### src/rtl/multi_mode_shift_reg.sv
// Multi-mode shift register: hold, parallel load, clear, logical/arithmetic
// shifts and rotates. Shift and rotate operations run one bit per clock for
// the requested number of steps and report completion with a one-cycle done pulse.
module multi_mode_shift_reg #(
  parameter  int WORD_SIZE = 8,
  localparam int AMT_W     = $clog2(WORD_SIZE) + 1
) (
  input  logic                 clk,
  input  logic                 rst,
  input  logic                 start,
  input  logic [2:0]           mode,
  input  logic [AMT_W-1:0]     amount,
  input  logic [WORD_SIZE-1:0] Data_In,
  input  logic                 MSB_In,
  input  logic                 LSB_In,
  output logic [WORD_SIZE-1:0] Data_Out,
  output logic                 MSB_Out,
  output logic                 LSB_Out,
  output logic                 busy,
  output logic                 done
);

  typedef enum logic {
    IDLE = 1'b0,
    RUN  = 1'b1
  } state_t;

  localparam logic [2:0] MODE_HOLD  = 3'd0;
  localparam logic [2:0] MODE_SHR   = 3'd1;
  localparam logic [2:0] MODE_SHL   = 3'd2;
  localparam logic [2:0] MODE_LOAD  = 3'd3;
  localparam logic [2:0] MODE_ROR   = 3'd4;
  localparam logic [2:0] MODE_ROL   = 3'd5;
  localparam logic [2:0] MODE_ASR   = 3'd6;
  localparam logic [2:0] MODE_CLEAR = 3'd7;

  state_t               state_q, state_d;
  logic [AMT_W-1:0]     cnt_q, cnt_d;
  logic [2:0]           mode_q, mode_d;
  logic [WORD_SIZE-1:0] data_q, data_d;
  logic                 done_q, done_d;

  // One single-bit step of a shift or rotate; serial fills come in live.
  function automatic logic [WORD_SIZE-1:0] shift_once(
    input logic [2:0]           op,
    input logic [WORD_SIZE-1:0] d,
    input logic                 msb_fill,
    input logic                 lsb_fill
  );
    logic [WORD_SIZE-1:0] result;
    result = d;
    case (op)
      MODE_SHR: result = {msb_fill, d[WORD_SIZE-1:1]};
      MODE_SHL: result = {d[WORD_SIZE-2:0], lsb_fill};
      MODE_ROR: result = {d[0], d[WORD_SIZE-1:1]};
      MODE_ROL: result = {d[WORD_SIZE-2:0], d[WORD_SIZE-1]};
      MODE_ASR: result = {d[WORD_SIZE-1], d[WORD_SIZE-1:1]};
      default:  result = d;
    endcase
    return result;
  endfunction

  // State, counter, latched mode, data and done flag; reset aborts any run.
  always_ff @(posedge clk or negedge rst) begin
    if (!rst) begin
      state_q <= IDLE;
      cnt_q   <= '0;
      mode_q  <= MODE_HOLD;
      data_q  <= '0;
      done_q  <= 1'b0;
    end else begin
      state_q <= state_d;
      cnt_q   <= cnt_d;
      mode_q  <= mode_d;
      data_q  <= data_d;
      done_q  <= done_d;
    end
  end

  // Next-state logic: single-edge ops finish in IDLE, shifts step through RUN.
  always_comb begin
    state_d = state_q;
    cnt_d   = cnt_q;
    mode_d  = mode_q;
    data_d  = data_q;
    done_d  = 1'b0;
    unique case (state_q)
      IDLE: begin
        if (start) begin
          case (mode)
            MODE_HOLD: begin
              done_d = 1'b1;
            end
            MODE_LOAD: begin
              data_d = Data_In;
              done_d = 1'b1;
            end
            MODE_CLEAR: begin
              data_d = '0;
              done_d = 1'b1;
            end
            default: begin
              if (amount == '0) begin
                done_d = 1'b1;
              end else begin
                mode_d  = mode;
                cnt_d   = amount;
                state_d = RUN;
              end
            end
          endcase
        end
      end
      RUN: begin
        data_d = shift_once(mode_q, data_q, MSB_In, LSB_In);
        cnt_d  = cnt_q - 1'b1;
        if (cnt_q <= AMT_W'(1)) begin
          state_d = IDLE;
          done_d  = 1'b1;
        end
      end
      default: begin
        state_d = IDLE;
      end
    endcase
  end

  assign Data_Out = data_q;
  assign MSB_Out  = data_q[WORD_SIZE-1];
  assign LSB_Out  = data_q[0];
  assign busy     = (state_q == RUN);
  assign done     = done_q;

endmodule

### config.mk
export PLATFORM = sky130hd
export DESIGN_NAME = multi_mode_shift_reg
export DESIGN_NICKNAME = d
export VERILOG_FILES = /design/src/rtl/multi_mode_shift_reg.sv
export SDC_FILE = /design/constraint.sdc
export NUM_CORES = 1
export LEC_CHECK = 0
export ABC_AREA = 1
export BUFFER_PORTS_ARGS = -buffer_cell sky130_fd_sc_hd__buf_4
export CAP_MARGIN = 15
export CORE_MARGIN = 2
export CORE_UTILIZATION = 50
export DETAILED_ROUTE_END_ITERATION = 10
export PLACE_DENSITY = 0.77
export SLEW_MARGIN = 20
export SYNTH_ARGS = -nofsm -noshare
export SYNTH_HDL_FRONTEND = slang
export SYNTH_SLANG_ARGS = --single-unit
### constraint.sdc
create_clock -name clk -period 2.4 [get_ports clk]
set_input_delay 0 -clock clk [delete_from_list [all_inputs] [get_ports clk]]
set_output_delay 0 -clock clk [all_outputs]
set_load 0.02 [all_outputs]
# Word-level counts from Yosys, hierarchy flattened
# Index checks and enable logic that the tools add are counted.
totals:
  ff_bits: 17
classes:
  addsub: 1
  n_lt_le_gt_ge: 1
  eq_ne: 14
  muxes: 18
  bitwise: 3
  n_reduce_logical: 7
ops:
  columns: ["op", "n"]
  rows:
  - ["$pmux W8 S5", 1]
  - ["$pmux W8 S2", 2]
  - ["$eq A3 B3 Y1 const B", 4]
  - ["$mux W4", 3]
  - ["$mux W1", 8]
  - ["$mux W8", 1]
  - ["$ne A2 B2 Y1 const B", 4]
  - ["$pmux W4 S2", 1]
  - ["$reduce_and A4 Y1", 2]
  - ["$eq A3 B2 Y1 const B", 2]
  - ["$ne A6 B1 Y1 const B", 1]
  - ["$reduce_and A3 Y1", 2]
  - ["$ne A5 B1 Y1 const B", 1]
  - ["$le A4 B1 Y1 const B", 1]
  - ["$logic_not A4 Y1", 1]
  - ["$pmux W1 S2", 2]
  - ["$sub A4 B1 Y4 const B", 1]
  - ["$eq A3 B1 Y1 const B", 1]
  - ["$logic_not A3 Y1", 1]
  - ["$ne A3 B1 Y1 const B", 1]
  - ["$not A1 Y1", 3]
  - ["$reduce_or A3 Y1", 1]

# Longest topological paths before layout
# Gate-level depths: netlist of run 1.
depth:
  ltp_word: 5
  depth_mapped: 9
  depth_no_buf: 9

# Least setup slack after synthesis of run 1
# OpenSTA, ideal clock, no wires.
synth_path:
  path_type: "register to register"
  start: "reg state_q, in the netlist busy"
  end: "reg data_q[4], in the netlist Data_Out[4]"
  arrival_time_ns: 1.120
  required_time_ns: 2.284
  setup_slack_ns: 1.164
  stages_incl_launch_ff: 8
  path_buffers: 1
  synth_period_minus_slack_ns: 1.236
  cell_sequence: "dfrtp_1 inv_1 nand2_2 nand2_4 buf_6 nor2_2 nand2_1 nand2_1"
synth_via:
  elab_chain_cells: 3
  word_cells_on_any_way: 6
  cone_classes: "3 x eq/ne; 1 x mux; 1 x bitwise; 1 x reduce/logical"
synth_lines:
  columns: ["item", "line_no", "rtl"]
  rows:
  - ["start, declared", "37", "state_t state_q, state_d;"]
  - ["start signal, assigned", "72", "state_q <= state_d;"]
  - ["$not A1 Y1 (no source line)", null, null]
  - ["$ne A3 B1 Y1 (no source line) / $ne A2 B2 Y1 (equally long branches)", null, null]
  - ["$reduce_and A3 Y1 (no source line)", null, null]
  - ["end signal, assigned", "75", "data_q <= data_d;"]
  - ["end, declared", "40", "logic [WORD_SIZE-1:0] data_q, data_d;"]
# Several ways; a longest one is shown, not always the timed one.
# A chain may end at the register's enable or synchronous reset.

# Worst setup path after layout of run 1
layout_path:
  start: "reg state_q, in the netlist busy"
  end: "reg mode_q[2]"
layout_via:
  elab_chain_cells: 2
layout_lines:
  columns: ["item", "line_no", "rtl"]
  rows:
  - ["$not A1 Y1 (no source line)", null, null]
  - ["$reduce_and A4 Y1 (no source line)", null, null]
  - ["end signal, assigned", "74", "mode_q <= mode_d;"]
  - ["end, declared", "39", "logic [2:0] mode_q, mode_d;"]
# Every way passes these cells.

==> results of run 1 <==
-- cell usage in the layout (no fill, tap or decap), types with 2 or more instances in the layout --
master and count:
nand2_1 68, buf_4 32, nor2_1 20, dfrtp_1 17, nand3_1 17, inv_1 14
a21oi_1 12, dlygate4sd3_1 8, o21ai_0 7, inv_2 4, nand2_2 3, nor2_2 3
clkbuf_4 3, nor3_1 2, nand2_4 2, ha_1 2
-- path summary, 6_finish.rpt --
path                                           end            startpoint  cells after the start
setup / recovery             mode_q[2]$_DFFE_PN0P_        busy$_DFF_PN0_                      5
hold / removal             Data_Out[0]$_DFFE_PN0P_                LSB_In                      5
setup reg to reg             mode_q[2]$_DFFE_PN0P_        busy$_DFF_PN0_                      5
hold reg to reg               cnt_q[0]$_DFFE_PN0P_  cnt_q[0]$_DFFE_PN0P_                      2
max in group asynchronous  Data_Out[2]$_DFFE_PN0P_                   rst                      2
min in group asynchronous     cnt_q[3]$_DFFE_PN0P_                   rst                      2
-- metrics by stage --
stage                     instance area, um2  hold WS (ps)
after global routing                    1530          32.2
after CTS                               1530          13.9
after floorplan                         1190          -296
final                                   1530          22.3
after detailed placement                1420          -117
after global placement                  1420          -118
-- per-layer routing --
| metal | vias to the layer above | GRT usage [%] | share of wire, % |
|---|---|---|---|
| met5 | - | 0 | 0 |
| li1 | 651 | - | - |
| met1 | 588 | 32.4 | 47 |
| met4 | 0 | 5.13 | 0.48 |
| met2 | 37 | 39.6 | 48 |
| met3 | 2 | 3.43 | 4.3 |
-- kinds of logic after synthesis --
group           synth area share (%)
simple gates                    42.7
buf+inv                         8.97
compound gates                  9.60
flops                           35.9
fa+ha+maj                       2.11
xor+xnor                       0.739
-- flip-flops by register name (all words and copies together) (netlist names) --
name,flops
Data_Out,8
cnt_q,4
mode_q,3
done,1
busy,1
-- cell type report --
cell class | instances | area, um2 | share of cell area (%)
Timing Repair Buffer | 40 | 320 | 20.9
Inverter | 18 | 67.6 | 4.42
Sequential cell | 17 | 425 | 27.8
Multi-Input combinational cell | 142 | 654 | 42.8
Clock buffer | 4 | 26.3 | 1.72
Tap cell | 28 | 35.0 | 2.29
-- worst register-to-register path: stages (launching register included) --
cell,delay (ps)
dfrtp_1,510
inv_1,280
nand2_1,190
nor2_4,240
nand2_1,80
o21ai_0,90
-- report_power, final --
part / switching [mW] / internal [mW] / total (mW)
sequential: 0.171 / 0.434 / 0.606
clock: 0.0915 / 0.0644 / 0.156
combinational: 0.791 / 0.501 / 1.29
total: 1.05 / 0.999 / 2.05
==> impl_metrics.env, run 1 <==
export IMPL_setup_ws_ps=929
export IMPL_synth_most_common_cell="nand2_1"
export IMPL_grt_pass1_vias=1092
export IMPL_slowest_delay_ps=510
export IMPL_finalCritPeriodShare_pct=61.3
export IMPL_dr_first_iter_drc_count=24
export IMPL_synth_top_area_share_pct=35.9
export IMPL_diodes=0
export IMPL_worstMarginPinSlew_ps=486
export IMPL_final_util_pct=68.5
export IMPL_p_leak_nw=0.818
export IMPL_boundaryPins=32
export IMPL_fin_crit_ps=1470
export IMPL_place_ws_ps=978
export IMPL_n_fill_cell=198
export IMPL_worstPathCellList="inv_1 > nand2_1 > nor2_4 > nand2_1 > o21ai_0"
export IMPL_power_mw=2.05
export IMPL_critPathTopFamily="flip-flops"
export IMPL_cts_buffers=3
export IMPL_drc_errors=0
export IMPL_cts_tree="done"
export IMPL_ys_warn_count=0
export IMPL_slew_violations=0
export IMPL_path_clk_slew_ps=100
export IMPL_r2r_slack_ps=930
export IMPL_hpwl_um=2110
export IMPL_postRouteAntennaNets=0
export IMPL_power_density_mw_per_mm2=1340
export IMPL_ir_drop_uv=774
export IMPL_cp_start_kind="flop"
export IMPL_final_cells=249
export IMPL_cts_buffer_depth=2
export IMPL_slew_headroom_pct=67.4
export IMPL_fin_skew_ps=4.02
export IMPL_via_per_inst=5.13
export IMPL_antenna_found_initial=0
export IMPL_grt_start_max_net_pins=18
export IMPL_syn_area_mm2=0.00119
export IMPL_critPathSlowestCell="dfrtp_1"
export IMPL_crit_fanout=9
export IMPL_num_rows=17
export IMPL_fin_nets=244
export IMPL_netlist_top_cell_by_area="dfrtp_1"
export IMPL_clock_sinks=17
export IMPL_ys_flop_type="dfrtp_1"
export IMPL_grt_overflow_total=0
export IMPL_rsz0062_at_grt="false"
export IMPL_io_buffers=31
export IMPL_gp_congestion=0.828
export IMPL_final_layout_size_suffix_gt1_share_pct=22.2
export IMPL_syn_area_per_cell_um2=6.52
export IMPL_dr_pass1_iters=4
export IMPL_yosys_top_cells_count="68 x nand2_1, 20 x nor2_1, 17 x dfrtp_1, 17 x nand3_1, 14 x inv_1"
export IMPL_die_x_um=52.7
export IMPL_synth_seq_area_share_pct=35.9
export IMPL_core_area_mm2=0.00223
export IMPL_synth_top_cells_by_area="dfrtp_1 36%, nand2_1 22%, nand3_1 7.2%"
export IMPL_die_area_mm2=0.00278
export IMPL_initial_core_util_pct=53.1
export IMPL_post_cts_resized=0
export IMPL_dp_cells=237
export IMPL_crit_top_cell="nand2_1"
export IMPL_synth_cell_types=22
export IMPL_grt_use_total_pct=23.7
export IMPL_syn_nets=204
export IMPL_hp_class="in -> reg"
export IMPL_setup_viol=0
export IMPL_hold_viol=0
export IMPL_htree_num_levels=1
export IMPL_synth_edff_count=0
export IMPL_fmax_mhz=680
export IMPL_crit_type="reg -> reg"
export IMPL_grt_first_pass_wirelength_um=4830
export IMPL_wl_per_cell_um=11.6
export IMPL_worstPathRequired_ps=2600
export IMPL_clock_latency_ps=280
export IMPL_hold_buffers=8
export IMPL_wirelength_um=2890
export IMPL_syn_inst=182
export IMPL_area_growth_pct=28.9
export IMPL_vias=1278
export IMPL_cp_end_kind="flop"
export IMPL_synth_seq_cells=17
export IMPL_arrival_ps=1670
export IMPL_clockRootBuffer="clkbuf_4"
export IMPL_max_cap_viol_count=0
export IMPL_postCtsSetupRepairBufs=0
export IMPL_path_buf_inv=1
export IMPL_setup_tns_ps=0
export IMPL_status="completed"
export IMPL_async_flop_share_pct=100
export IMPL_die_y_um=52.7
Power figures use the tool's default switching activity.
==> run 2, diff against run 1 <==
Settings changed: ABC_AREA 1 to 0, CORE_UTILIZATION 50 to 45, PLACE_DENSITY 0.77 to 0.74.
Clock period 2.4 ns to 1.3 ns, I/O delays scaled along.
==> run 2 against run 1 <==
  * First-iteration DRC count rose by 110%
  * Fmax rose by 2.6%
  * Clock-buffer cell count fell by 1
  * Wire length rose by 6.7%
  * Non-clock buffer count rose by 22
  * Worst hold slack got worse by 14 ps
  * The flow now finishes with violations (setup timing)
  * Flip-flop and latch count did not move
  * Combinational power rose by 130%
  * Core utilization rose by 7.1 points
  * Die area barely moved
==> impl_metrics.env, run 2 <==
export IMPL_status="finished with violations"
export IMPL_violations="setup timing"
export IMPL_largest_reg_flops=8
export IMPL_ir_drop_uv=1690
export IMPL_via_per_inst=5.86
export IMPL_hold_viol=0
export IMPL_syn_area_per_cell_um2=9.62
export IMPL_synth_edff_count=0
export IMPL_crit_start="mode_q[0]$_DFFE_PN0P_"
export IMPL_grt_overflow_total=0
export IMPL_syn_inst=111
export IMPL_setup_tns_ps=-936
export IMPL_fmax_mhz=698
export IMPL_slew_violations=0
export IMPL_final_common_cell="buf_4"
export IMPL_area_growth_pct=58.0
export IMPL_synth_seq_cells=17
export IMPL_cp_start_kind="flop"
export IMPL_die_x_um=52.7
export IMPL_path_depth=4
export IMPL_final_layout_size_suffix_gt1_share_pct=50.3
export IMPL_path_buf_inv=1
export IMPL_setup_viol=9
export IMPL_num_rows=17
export IMPL_worstPathRequired_ps=1490
export IMPL_diodes=0
export IMPL_synth_seq_area_share_pct=39.9
export IMPL_n_fill_cell=148
export IMPL_hp_class="in -> reg"
export IMPL_arrival_ps=1620
export IMPL_antenna_found_initial=0
export IMPL_fin_crit_ps=1430
export IMPL_vias=1167
export IMPL_hpwl_um=2090
export IMPL_synth_cell_types=40
export IMPL_wl_per_cell_um=15.5
export IMPL_power_density_mw_per_mm2=2600
export IMPL_ys_warn_count=0
export IMPL_async_flop_share_pct=100
export IMPL_setup_ws_ps=-133
export IMPL_seqCellArea_um2=428
export IMPL_fin_nets=194
export IMPL_cp_endpoint="Data_Out[5]$_DFFE_PN0P_"
export IMPL_yosys_top_cells_count="17 x dfrtp_1, 15 x nand2_1, 7 x a22oi_1"
export IMPL_dr_first_iter_drc_count=50
export IMPL_r2r_start="mode_q[0]$_DFFE_PN0P_"
export IMPL_ys_flop_type="dfrtp_1"
export IMPL_p_leak_nw=0.767
export IMPL_cts_buffers=3
export IMPL_netlist_top_cell_by_area="dfrtp_1"
export IMPL_cts_buffer_depth=2
export IMPL_dr_pass1_iters=4
export IMPL_finalCritPeriodShare_pct=110
export IMPL_wirelength_um=3090
export IMPL_r2r_slack_ps=-130
export IMPL_die_y_um=52.7
export IMPL_worstPathCellList="or3_4 > a31oi_4 > buf_6 > o221ai_2"
export IMPL_cts_tree="done"
export IMPL_critPathTopFamily="flip-flops"
export IMPL_synth_top_area_share_pct=39.9
export IMPL_boundaryPins=32
export IMPL_max_cap_viol_count=0
export IMPL_worstMarginPinSlew_ps=352
export IMPL_slowest_delay_ps=410
export IMPL_path_clk_slew_ps=110
export IMPL_gp_congestion=0.836
export IMPL_mostFrequentLayoutCells="52 x buf_4, 15 x dfrtp_1, 9 x nand2_1"
export IMPL_htree_num_levels=1
export IMPL_crit_type="reg -> reg"
export IMPL_rsz0062_at_grt="true"
export IMPL_syn_area_mm2=0.00107
export IMPL_fin_skew_ps=1.96
export IMPL_clockRootBuffer="clkbuf_4"
export IMPL_multiInputGateArea_um2=672
export IMPL_fin_area_mm2=0.00169
export IMPL_synth_most_common_cell="dfrtp_1"
export IMPL_critPathSlowestCell="dfrtp_1"
export IMPL_grt_use_total_pct=24.3
export IMPL_synth_top_cells_by_area="dfrtp_1 40%, nand2_1 5.3%, a22oi_1 4.9%"
export IMPL_core_area_mm2=0.00223
export IMPL_grt_start_max_net_pins=18
export IMPL_grt_pass1_vias=1100
export IMPL_slew_headroom_pct=76.3
export IMPL_syn_nets=133
export IMPL_drc_errors=0
export IMPL_grt_first_pass_wirelength_um=4970
export IMPL_clock_sinks=17
export IMPL_crit_fanout=5
export IMPL_clock_latency_ps=300
export IMPL_postRouteAntennaNets=0
export IMPL_cp_end_kind="flop"
export IMPL_die_area_mm2=0.00278
export IMPL_worstReg2RegEnd="Data_Out[5]$_DFFE_PN0P_"
export IMPL_initial_core_util_pct=47.8
export IMPL_place_area_mm2=0.00148
export IMPL_reg2reg_depth=4
export IMPL_io_buffers=31
[run 2: changes by cell type after synthesis, moves of 4 or more]
cell	previous run	this run
a21oi_1	12	5
nand3_1	17	3
inv_2	4	0
inv_1	14	6
nor2_1	20	3
nand2_1	68	15
a22oi_1	0	7
o221ai_1	0	6
[run 2: cell type report]
cell class              count  area share (%)
well taps                  28            2.08
flip-flops and latches     17            25.4
clock inverters             1           0.297
clock buffers               3            1.34
inverters                   7            1.56
repair buffers             62            29.5
multi-input cells          81            39.8
[run 2: metal layers]
metal | routed length [um] | up-vias | global-route usage, %
met3 | 221 | 4 | 3.43
met4 | 28 | 0 | 7.69
met5 | 0 | - | 0
met1 | 1340 | 561 | 32.6
met2 | 1490 | 55 | 39.8
li1 | - | 547 | -
[run 2: timing repair]
| action | 4_1_cts | 5_1_grt |
|---|---|---|
| gates cloned | 1 | 0 |
| hold buffers | 6 | 0 |
| setup buffers | 3 | 3 |
| endpoints found under the setup margin | 8 | 16 |
| gates resized for setup | 10 | 12 |
| pin swaps | 6 | 3 |
| endpoints found under the hold margin | 22 | 0 |
[run 2: logic make-up after synthesis]
group | share of synthesized area, %
compound gates | 28.0
xor+xnor | 0.821
fa+ha+maj | 2.34
buf+inv | 5.86
flops | 39.9
mux | 4.22
simple gates | 18.9
[run 2: through the flow]
stage / hold WS, ps / cells / worst slack, ps / utilization, % / total power [mW]
floorplan: -296 / 111 / -102 / - / 2.76
global placement: -125 / 183 / -135 / 66.2 / 3.51
detailed placement: -123 / 183 / -187 / 66.2 / 3.61
CTS: 3.58 / 197 / -92.8 / 73.2 / 4.20
global route: 6.56 / 199 / -184 / 75.5 / 4.71
finish: 7.82 / 199 / -133 / 75.5 / 4.39
[run 2: worst reg2reg max path, cell delays in order (launching register included)]
cell and delay, ps:
dfrtp_1 410, or3_4 410, a31oi_4 240, buf_6 180
o221ai_2 90
[run 2: how the worst min path moves through the flow]
stage	slack (ps)	end	cells past startpoint	from
final	8	Data_Out[3]$_DFFE_PN0P_	3	Data_In[3]
after global routing	7	Data_Out[4]$_DFFE_PN0P_	3	Data_In[4]
after CTS	4	Data_Out[6]$_DFFE_PN0P_	3	Data_In[6]
after detailed placement	-120	Data_Out[5]$_DFFE_PN0P_	1	rst
after global placement	-130	Data_Out[5]$_DFFE_PN0P_	1	rst
after floorplan	-300	Data_Out[0]$_DFFE_PN0P_	0	rst
[run 2: where the power goes]
part           switching (mW)  total (mW)  internal [mW]
sequential              0.351        1.16          0.813
clock                   0.185       0.299          0.115
combinational            1.45        2.93           1.47
total                    1.99        4.39           2.40
